$ cat src/rtl/xcore_exe_pshift_if.sv
// Handshake bundle for the xcore pipelined shifter.
// master: operation source / result sink; slave: the shifter.
interface xcore_exe_pshift_if #(
  parameter int WIDTH = 32,
  parameter int TAG_W = 4
);
  localparam int SW = $clog2(WIDTH);

  logic             in_valid;
  logic             in_ready;
  logic [WIDTH-1:0] in_data;
  logic [SW-1:0]    in_shamt;
  logic [1:0]       in_op;
  logic [TAG_W-1:0] in_tag;
  logic             out_valid;
  logic             out_ready;
  logic [WIDTH-1:0] out_data;
  logic             out_cout;
  logic [TAG_W-1:0] out_tag;

  modport master (
    output in_valid, in_data, in_shamt, in_op, in_tag,
    output out_ready,
    input  in_ready,
    input  out_valid, out_data, out_cout, out_tag
  );

  modport slave (
    input  in_valid, in_data, in_shamt, in_op, in_tag,
    input  out_ready,
    output in_ready,
    output out_valid, out_data, out_cout, out_tag
  );
endinterface

$ cat src/rtl/xcore_exe_pshift.sv
// Two-stage barrel shifter: SLL/SRL/SRA (+ROR when XCORE_SHIFT_ROTATE_EN).
// Ports: clk, rst_n (async low), flush, io (xcore_exe_pshift_if.slave).
module xcore_exe_pshift #(
  parameter int WIDTH = 32,
  parameter int TAG_W = 4
) (
  input logic                clk,
  input logic                rst_n,
  input logic                flush,
  xcore_exe_pshift_if.slave  io
);
  localparam int SW = $clog2(WIDTH);
  localparam int LO = SW / 2;
  localparam int HI = SW - LO;

  typedef struct packed {
    logic [WIDTH-1:0] data;
    logic [HI-1:0]    hi;
    logic [1:0]       op;
    logic [TAG_W-1:0] tag;
    logic             cout;
  } stg_a_t;

  // One shift level of 2**k; returns {cout, data}.
  // The last applied level's cout is the overall last bit out.
  function automatic logic [WIDTH:0] lvl(
    input logic [WIDTH-1:0] d,
    input logic [1:0]       op,
    input int               k
  );
    logic [WIDTH-1:0] r;
    logic [WIDTH-1:0] t;
    logic             is_sll;
    logic             is_sra;
    logic             is_ror;
    int               s;
    s      = 1 << k;
    is_sll = (op == 2'b00);
    is_sra = (op == 2'b10);
`ifdef XCORE_SHIFT_ROTATE_EN
    is_ror = (op == 2'b11);
`else
    is_ror = 1'b0;
`endif
    r = d;
    t = d;
    unique case (1'b1)
      is_sll: begin
        r = d << s;
        t = d >> (WIDTH - s);
      end
      is_sra: begin
        r = $signed(d) >>> s;
        t = d >> (s - 1);
      end
      is_ror: begin
        r = (d >> s) | (d << (WIDTH - s));
        t = r >> (WIDTH - 1);
      end
      default: begin
        r = d >> s;
        t = d >> (s - 1);
      end
    endcase
    return {t[0], r};
  endfunction

  logic             a_valid;
  stg_a_t           a_q;
  logic             b_valid;
  logic [WIDTH-1:0] b_data;
  logic             b_cout;
  logic [TAG_W-1:0] b_tag;

  logic             adv_a;
  logic             adv_b;
  logic [WIDTH-1:0] a_d;
  logic             a_c;
  logic [WIDTH-1:0] b_d;
  logic             b_c;

  assign adv_b = !b_valid || io.out_ready;
  assign adv_a = !a_valid || adv_b;

  assign io.in_ready  = adv_a;
  assign io.out_valid = b_valid;
  assign io.out_data  = b_data;
  assign io.out_cout  = b_cout;
  assign io.out_tag   = b_tag;

  always_comb begin
    a_d = io.in_data;
    a_c = 1'b0;
    for (int k = 0; k < LO; k++) begin
      if (io.in_shamt[k]) begin
        {a_c, a_d} = lvl(a_d, io.in_op, k);
      end
    end
  end

  always_comb begin
    b_d = a_q.data;
    b_c = a_q.cout;
    for (int k = LO; k < SW; k++) begin
      if (a_q.hi[k-LO]) begin
        {b_c, b_d} = lvl(b_d, a_q.op, k);
      end
    end
  end

  always_ff @(posedge clk or negedge rst_n) begin
    if (!rst_n) begin
      a_valid <= 1'b0;
      a_q     <= '0;
      b_valid <= 1'b0;
      b_data  <= '0;
      b_cout  <= 1'b0;
      b_tag   <= '0;
    end else if (flush) begin
      a_valid <= 1'b0;
      b_valid <= 1'b0;
    end else begin
      if (adv_b) begin
        b_valid <= a_valid;
        if (a_valid) begin
          b_data <= b_d;
          b_cout <= b_c;
          b_tag  <= a_q.tag;
        end
      end
      if (adv_a) begin
        a_valid <= io.in_valid;
        if (io.in_valid) begin
          a_q.data <= a_d;
          a_q.hi   <= io.in_shamt[SW-1:LO];
          a_q.op   <= io.in_op;
          a_q.tag  <= io.in_tag;
          a_q.cout <= a_c;
        end
      end
    end
  end
endmodule

$ cat src/flat_wrapper.sv
// flat-port wrapper written by rule: the top's interface ports become plain ports
module xcore_exe_pshift_flat 
#(
  parameter int WIDTH = 32,
  parameter int TAG_W = 4
)
  (clk, rst_n, flush, io_in_valid, io_in_data, io_in_shamt, io_in_op, io_in_tag, io_out_ready, io_in_ready, io_out_valid, io_out_data, io_out_cout, io_out_tag);
  xcore_exe_pshift_if #(.WIDTH(WIDTH), .TAG_W(TAG_W)) io_i ();
  input logic clk;
  input logic rst_n;
  input logic flush;
  input wire logic [$bits(io_i.in_valid)-1:0] io_in_valid;
  input wire logic [$bits(io_i.in_data)-1:0] io_in_data;
  input wire logic [$bits(io_i.in_shamt)-1:0] io_in_shamt;
  input wire logic [$bits(io_i.in_op)-1:0] io_in_op;
  input wire logic [$bits(io_i.in_tag)-1:0] io_in_tag;
  input wire logic [$bits(io_i.out_ready)-1:0] io_out_ready;
  output wire logic [$bits(io_i.in_ready)-1:0] io_in_ready;
  output wire logic [$bits(io_i.out_valid)-1:0] io_out_valid;
  output wire logic [$bits(io_i.out_data)-1:0] io_out_data;
  output wire logic [$bits(io_i.out_cout)-1:0] io_out_cout;
  output wire logic [$bits(io_i.out_tag)-1:0] io_out_tag;
  assign io_i.in_valid = io_in_valid;
  assign io_i.in_data = io_in_data;
  assign io_i.in_shamt = io_in_shamt;
  assign io_i.in_op = io_in_op;
  assign io_i.in_tag = io_in_tag;
  assign io_i.out_ready = io_out_ready;
  assign io_in_ready = io_i.in_ready;
  assign io_out_valid = io_i.out_valid;
  assign io_out_data = io_i.out_data;
  assign io_out_cout = io_i.out_cout;
  assign io_out_tag = io_i.out_tag;
  xcore_exe_pshift #(.WIDTH(WIDTH), .TAG_W(TAG_W)) u_core (.clk(clk), .rst_n(rst_n), .flush(flush), .io(io_i));
endmodule
$ cat config.mk
export PLATFORM = sky130hd
export DESIGN_NAME = xcore_exe_pshift_flat
export DESIGN_NICKNAME = d
export VERILOG_FILES = /design/src/rtl/xcore_exe_pshift_if.sv /design/src/rtl/xcore_exe_pshift.sv /design/src/flat_wrapper.sv
export SDC_FILE = /design/constraint.sdc
export NUM_CORES = 1
export LEC_CHECK = 0
export ABC_AREA = 0
export ABC_CLOCK_PERIOD_IN_PS = 2600
export BUFFER_PORTS_ARGS = -buffer_cell sky130_fd_sc_hd__buf_2
export CORE_UTILIZATION = 60
export CTS_CLUSTER_DIAMETER = 150
export CTS_CLUSTER_SIZE = 16
export DETAILED_ROUTE_END_ITERATION = 7
export PLACE_DENSITY_LB_ADDON = 0.05
export REMOVE_ABC_BUFFERS = 1
export SYNTH_ARGS = -nofsm -noshare
export SYNTH_HDL_FRONTEND = slang
export SYNTH_SLANG_ARGS = --single-unit
export TNS_END_PERCENT = 50
$ cat constraint.sdc
create_clock -name clk -period 2.6 [get_ports clk]
set_input_delay 0.26 -clock clk [delete_from_list [all_inputs] [get_ports clk]]
set_output_delay 0.26 -clock clk [all_outputs]
set_load 0.05 [all_outputs]
* Word-level counts from Yosys, hierarchy flattened
Cells that the tools add are included.
Word-level totals: output and inout bits 39, bits in registers 81, bits of input ports 48, logic and storage cells 47
Cells by class: reduce and logical (&&, ||, !) cells 10, equal/unequal tests 2, bitwise logic cells 1, multiplexer cells 24
Operators with widths (number):
- 32-bit one-hot mux with 2 select lines | 5
- 32-bit two-way mux | 5
- 1-bit two-way mux | 14
- 3-bit AND reduction | 2
- 2-bit == test, second input constant | 2
- 2-bit logical NOT | 2
- 2-bit nonzero test | 2
- 1-bit logical NOT | 2
- 1-bit logical OR | 2
- 1-bit inverter | 1

* Longest topological paths before layout
word-level depth 7, gate-level depth with buffers 9, gate-level depth less buffers 5

* Worst setup path after synthesis
Ideal clock, no wire load.
path type register to register, from register u_core.b_valid (netlist: u_core.io.out_valid), to register u_core.a_q[1] (netlist name), library setup time 0.125 ns, buffers on the path 1, arrival 2.193 ns, cell stages (with the launch flop) 6, data required time 2.475 ns, path slack 0.283 ns, period minus slack after synthesis 2.317 ns, cell sequence dfrtp_1 nor2b_1 nand2_1 nand3b_1 clkbuf_1 mux2_2
On the way: longest elaborated chain between the ends 4
Ends and longest elaborated chain:
- start: declaration | line xcore_exe_pshift.sv:70 | logic b_valid;
- start signal: assignment | line xcore_exe_pshift.sv:124 | b_valid <= a_valid;
- 1-bit logical NOT | line xcore_exe_pshift.sv:82 | assign adv_b = !b_valid || io.out_ready;
- 1-bit logical OR | line xcore_exe_pshift.sv:82
- 1-bit logical OR | line xcore_exe_pshift.sv:83 | assign adv_a = !a_valid || adv_b;
- named net io_in_ready | line flat_wrapper.sv:18 | output wire logic [$bits(io_i.in_ready)-1:0] io_in_ready;
- 3-bit AND reduction (no line)
- end: declaration | line xcore_exe_pshift.sv:69 | stg_a_t a_q;
The timed path passes the listed nets, and every way through them passes these cells. A chain may end at the register's enable or synchronous reset.

* Worst setup path in the final report
from register u_core.a_q[7] (netlist name), to register u_core.b_cout (netlist: u_core.io.out_cout)
On the way: longest elaborated chain between the ends 5, elaborated cells on any way between the ends 8, classes of those cells mux (8)
Ends and longest elaborated chain:
- 32-bit two-way mux | line xcore_exe_pshift.sv:105 | if (a_q.hi[k-LO]) begin
- 32-bit one-hot mux with 2 select lines | line xcore_exe_pshift.sv:47 | unique case (1'b1)
- 32-bit two-way mux | line xcore_exe_pshift.sv:105
- 1-bit two-way mux | line xcore_exe_pshift.sv:47
- 1-bit two-way mux (*) | line xcore_exe_pshift.sv:105
- end signal: assignment | line xcore_exe_pshift.sv:117 | b_cout <= 1'b0;
- end signal: assignment | line xcore_exe_pshift.sv:127 | b_cout <= b_c;
- end: declaration | line xcore_exe_pshift.sv:72 | logic b_cout;
Every way passes the cells marked *; elsewhere a longest branch is shown, timed or not.

==> metrics.cfg <==
[die]
design.portCount = 87
start_util_pct = 62.2
dieHeight_um = 109
die_w_um = 109
rows = 38
core_region_area_um2 = 11000
fp.dieArea_um2 = 11800

[power_and_ir_drop]
clock_power_share_pct = 23.1
p_int_uw = 3260
ir_drop_mv = 0.584
seqPwrFrac_pct = 32.1
p_comb_share_pct = 44.8
p_leak_uw = 0.00321
p_sw_uw = 2610
finalPower_uw = 5880
powerDensity_nw_per_um2 = 758
sw_frac_of_total_pct = 44.5

[detailed_routing]
vias = 7244
drt_pass1_iterations = 6
routed_wl_um = 21200
wl_per_cell_um = 20.1
drt_iter0_markers = 718
postRouteAntennaNets = 0
drc = 0
vias_per_cell = 6.86

[logic_synthesis]
synthAdderAreaFrac_pct = 0
yosysUniqueCellTypes = 63
yosysWarnings = 0
synth_edf_count = 0
synth_compound_area_share_pct = 28.4
syn_area_um2 = 6830
synth-async-reset-ratio_pct = 100
ys_seq_area_share_pct = 29.7
synth_seq_cells = 81
ys.flop_type = dfrtp_1
yosys-mux-area-fraction_pct = 14.4
synth-xor-area-share_pct = 0
yosys.area_share.simple_pct = 21.0
syn-mean-instance-area_um2 = 7.91
syn-instance-count = 864
synth_top_family_by_area = compound AO/OA/AOI/OAI gates

[clocking]
cts_setup_buffers = 0
ctsRootBufferMaster = clkbuf_16
cts_hold_buf = 1
tritoncts = built
cts_resized = 0
clock_path_buffers = 2
cts.clk_slew.worst_paths_ns = 0.06
htreeDepth = 3
numClockSinks = 81
clk_latency_ns = 0.34
numCtsBuffers = 9

[placed_design]
port_buffers = 86
gp_congestion = 1.05
hpwl_um = 15300
post_dp_cell_area_um2 = 7420
place_ws_ns = 0.407

[timing]
relSlewSlack_pct = 55.8
setup_viol = 0
period_needed_ns = 2.29
hold_viol = 0
fin_worst_skew_ns = 0.00474
final.period_utilization_pct = 88.0
fmax_mhz = 437
fin_ws_ns = 0.313
grt_setup_unrepaired = no
tightest_slew_ns = 0.664
final_max_slew_viol_count = 0

[grt]
track_usage_pct = 37.1
grt.met1_usage_pct = 49.5
grt_max_degree = 76
grt_pass1_vias = 6551
antenna_found_initial = 0
grt-busiest-layer = met2
gr-usage-met3_pct = 6.58
grt_pass1_wl_um = 34100
grt-ovfl-total = 0
gr-usage-met2_pct = 58.5

[run_status]
status = completed

[critical_path]
worst_setup_path_start_kind = flop
critPathSlowestCell = dfrtp_2
endpoint_kind = flop
critPathKind = flop to flop
crit_path_max_fanout = 24
cp_cell_sequence = buf_4 -> mux2_2 -> a311oi_1 -> nor3_1 -> a211o_1
worstPathRequired_ns = 2.82
max_stage_delay_ns = 0.66
rr_worst_depth = 5
critPathArrivalTime_ns = 2.51

[run]
maxCapViolations = 0

[worst_hold_path]
hold_depth = 2
hp-class = input pin to flop

[final_layout]
drive_gt1_share_pct = 22.4
final_area_um2 = 7760
area_growth_pct = 13.6
fin_nets = 959
fillers = 885
utilization_pct = 70.6
diodes = 0

[cells in the mapped netlist, types with 3 or more instances]
| library cell | number | share of area (%) |
|---|---|---|
| nor3_1 | 7 | 0.51 |
| nand3b_1 | 6 | 0.66 |
| o21a_1 | 3 | 0.33 |
| nand2b_1 | 7 | 0.64 |
| nor4_1 | 3 | 0.27 |
| a21oi_1 | 69 | 5.1 |
| and2_1 | 4 | 0.37 |
| mux2_2 | 19 | 3.1 |
| a31oi_1 | 29 | 2.7 |
| o221ai_1 | 4 | 0.51 |
| a221oi_1 | 9 | 1.2 |
| buf_6 | 3 | 0.49 |
| o21bai_1 | 3 | 0.33 |
| nand2_1 | 163 | 9.0 |
| mux4_2 | 27 | 8.9 |
| a211oi_1 | 13 | 1.4 |
| nor2_1 | 95 | 5.2 |
| a311oi_1 | 42 | 5.4 |
| nor3b_1 | 4 | 0.44 |
| dfrtp_1 | 81 | 30 |
| buf_4 | 5 | 0.55 |
| buf_1 | 7 | 0.38 |
| or3b_2 | 7 | 0.90 |
| mux2i_1 | 16 | 2.3 |
| o211ai_1 | 8 | 0.88 |
| o32a_1 | 4 | 0.59 |
| a32oi_1 | 4 | 0.51 |
| nor2b_1 | 11 | 1.0 |
| o21ai_0 | 68 | 5.0 |
| clkbuf_1 | 46 | 2.5 |
| nand4_1 | 3 | 0.27 |
| buf_2 | 28 | 2.1 |
| nand3_1 | 11 | 0.81 |
| inv_1 | 8 | 0.44 |
| a21o_1 | 6 | 0.66 |
| o22ai_1 | 4 | 0.37 |
[kinds of logic after synthesis]
family | Yosys count
AO/OA/AOI/OAI | 293
AND/OR/NAND/NOR | 330
buffers and inverters | 98
flip-flops | 81
multiplexers | 62
[metrics by stage]
stage / instances / TNS [ns] / hold WS [ns]
final: 1056 / 0 / 0.150
after global routing: 1056 / 0 / 0.158
after CTS: 1056 / 0 / 0.147
after detailed placement: 1039 / 0 / 0.264
after global placement: 1039 / 0 / 0.254
after floorplan: 774 / -47.56 / -0.0356
[cell type report]
type                    instances  area (um2)  share of cell area [%]
multi-input cells             685        4370                    56.4
inverters                       8        30.0                   0.387
clock buffers                  13         280                    3.61
clock inverters                 3        46.3                   0.597
well taps                     140         175                    2.26
repair buffers                126         823                    10.6
flip-flops and latches         81        2030                    26.2
[worst max-delay path, delay by kind of cell, from the launching register on]
family                 cells  cell delay (ns)
multiplexers               1             0.34
buffers and inverters      1             0.28
AO/OA/AOI/OAI              2             0.78
AND/OR/NAND/NOR            1             0.10
flip-flops                 1             0.66
[path summary, 6_finish.rpt]
kind                       slack, ns                      to     startpoint
hold / removal                  0.15           u_core.a_q[3]   io_in_tag[2]
min in group asynchronous       0.43  u_core.io.out_data[11]          rst_n
setup reg to reg                0.31      u_core.io.out_cout  u_core.a_q[7]
hold reg to reg                 0.47    u_core.io.out_tag[2]  u_core.a_q[3]
setup / recovery                0.31      u_core.io.out_cout  u_core.a_q[7]
max in group asynchronous       1.57           u_core.a_q[7]          rst_n
[sequential cells by signal, summed over array words and instances (netlist names)]
| name | count |
|---|---|
| u_core.io.out_data | 32 |
| u_core.io.out_tag | 4 |
| u_core.a_valid | 1 |
| u_core.io.out_valid | 1 |
| u_core.io.out_cout | 1 |
| u_core.a_q | 42 |
[power by group through the flow]
stage,clock network (uW),registers (uW),logic (uW)
2_1_floorplan,0,2490,1090
3_5_place_dp,0,1890,2580
3_3_place_gp,0,1880,2550
4_1_cts,1370,1870,2600
5_1_grt,1410,1920,2830
6_report,1360,1890,2630
[cell usage in the layout (no fill, tap or decap), drive strengths merged, types with 9 or more instances in the layout]
cell type and n:
a211oi 13, a21oi 69, a221oi 9, a311oi 42, a31oi 29, buf 125, clkbuf 13, dfrtp 81
mux2 19, mux2i 16, mux4 27, nand2 164, nand3 11, nor2 97, nor2b 11, o21ai 69
[metal layers]
metal / vias to the layer above / wire, um
li1: 3303 / -
met1: 3406 / 8380
met2: 468 / 9850
met3: 67 / 2200
met4: 0 / 782
met5: - / 0
Power figures use the tool's default switching activity.
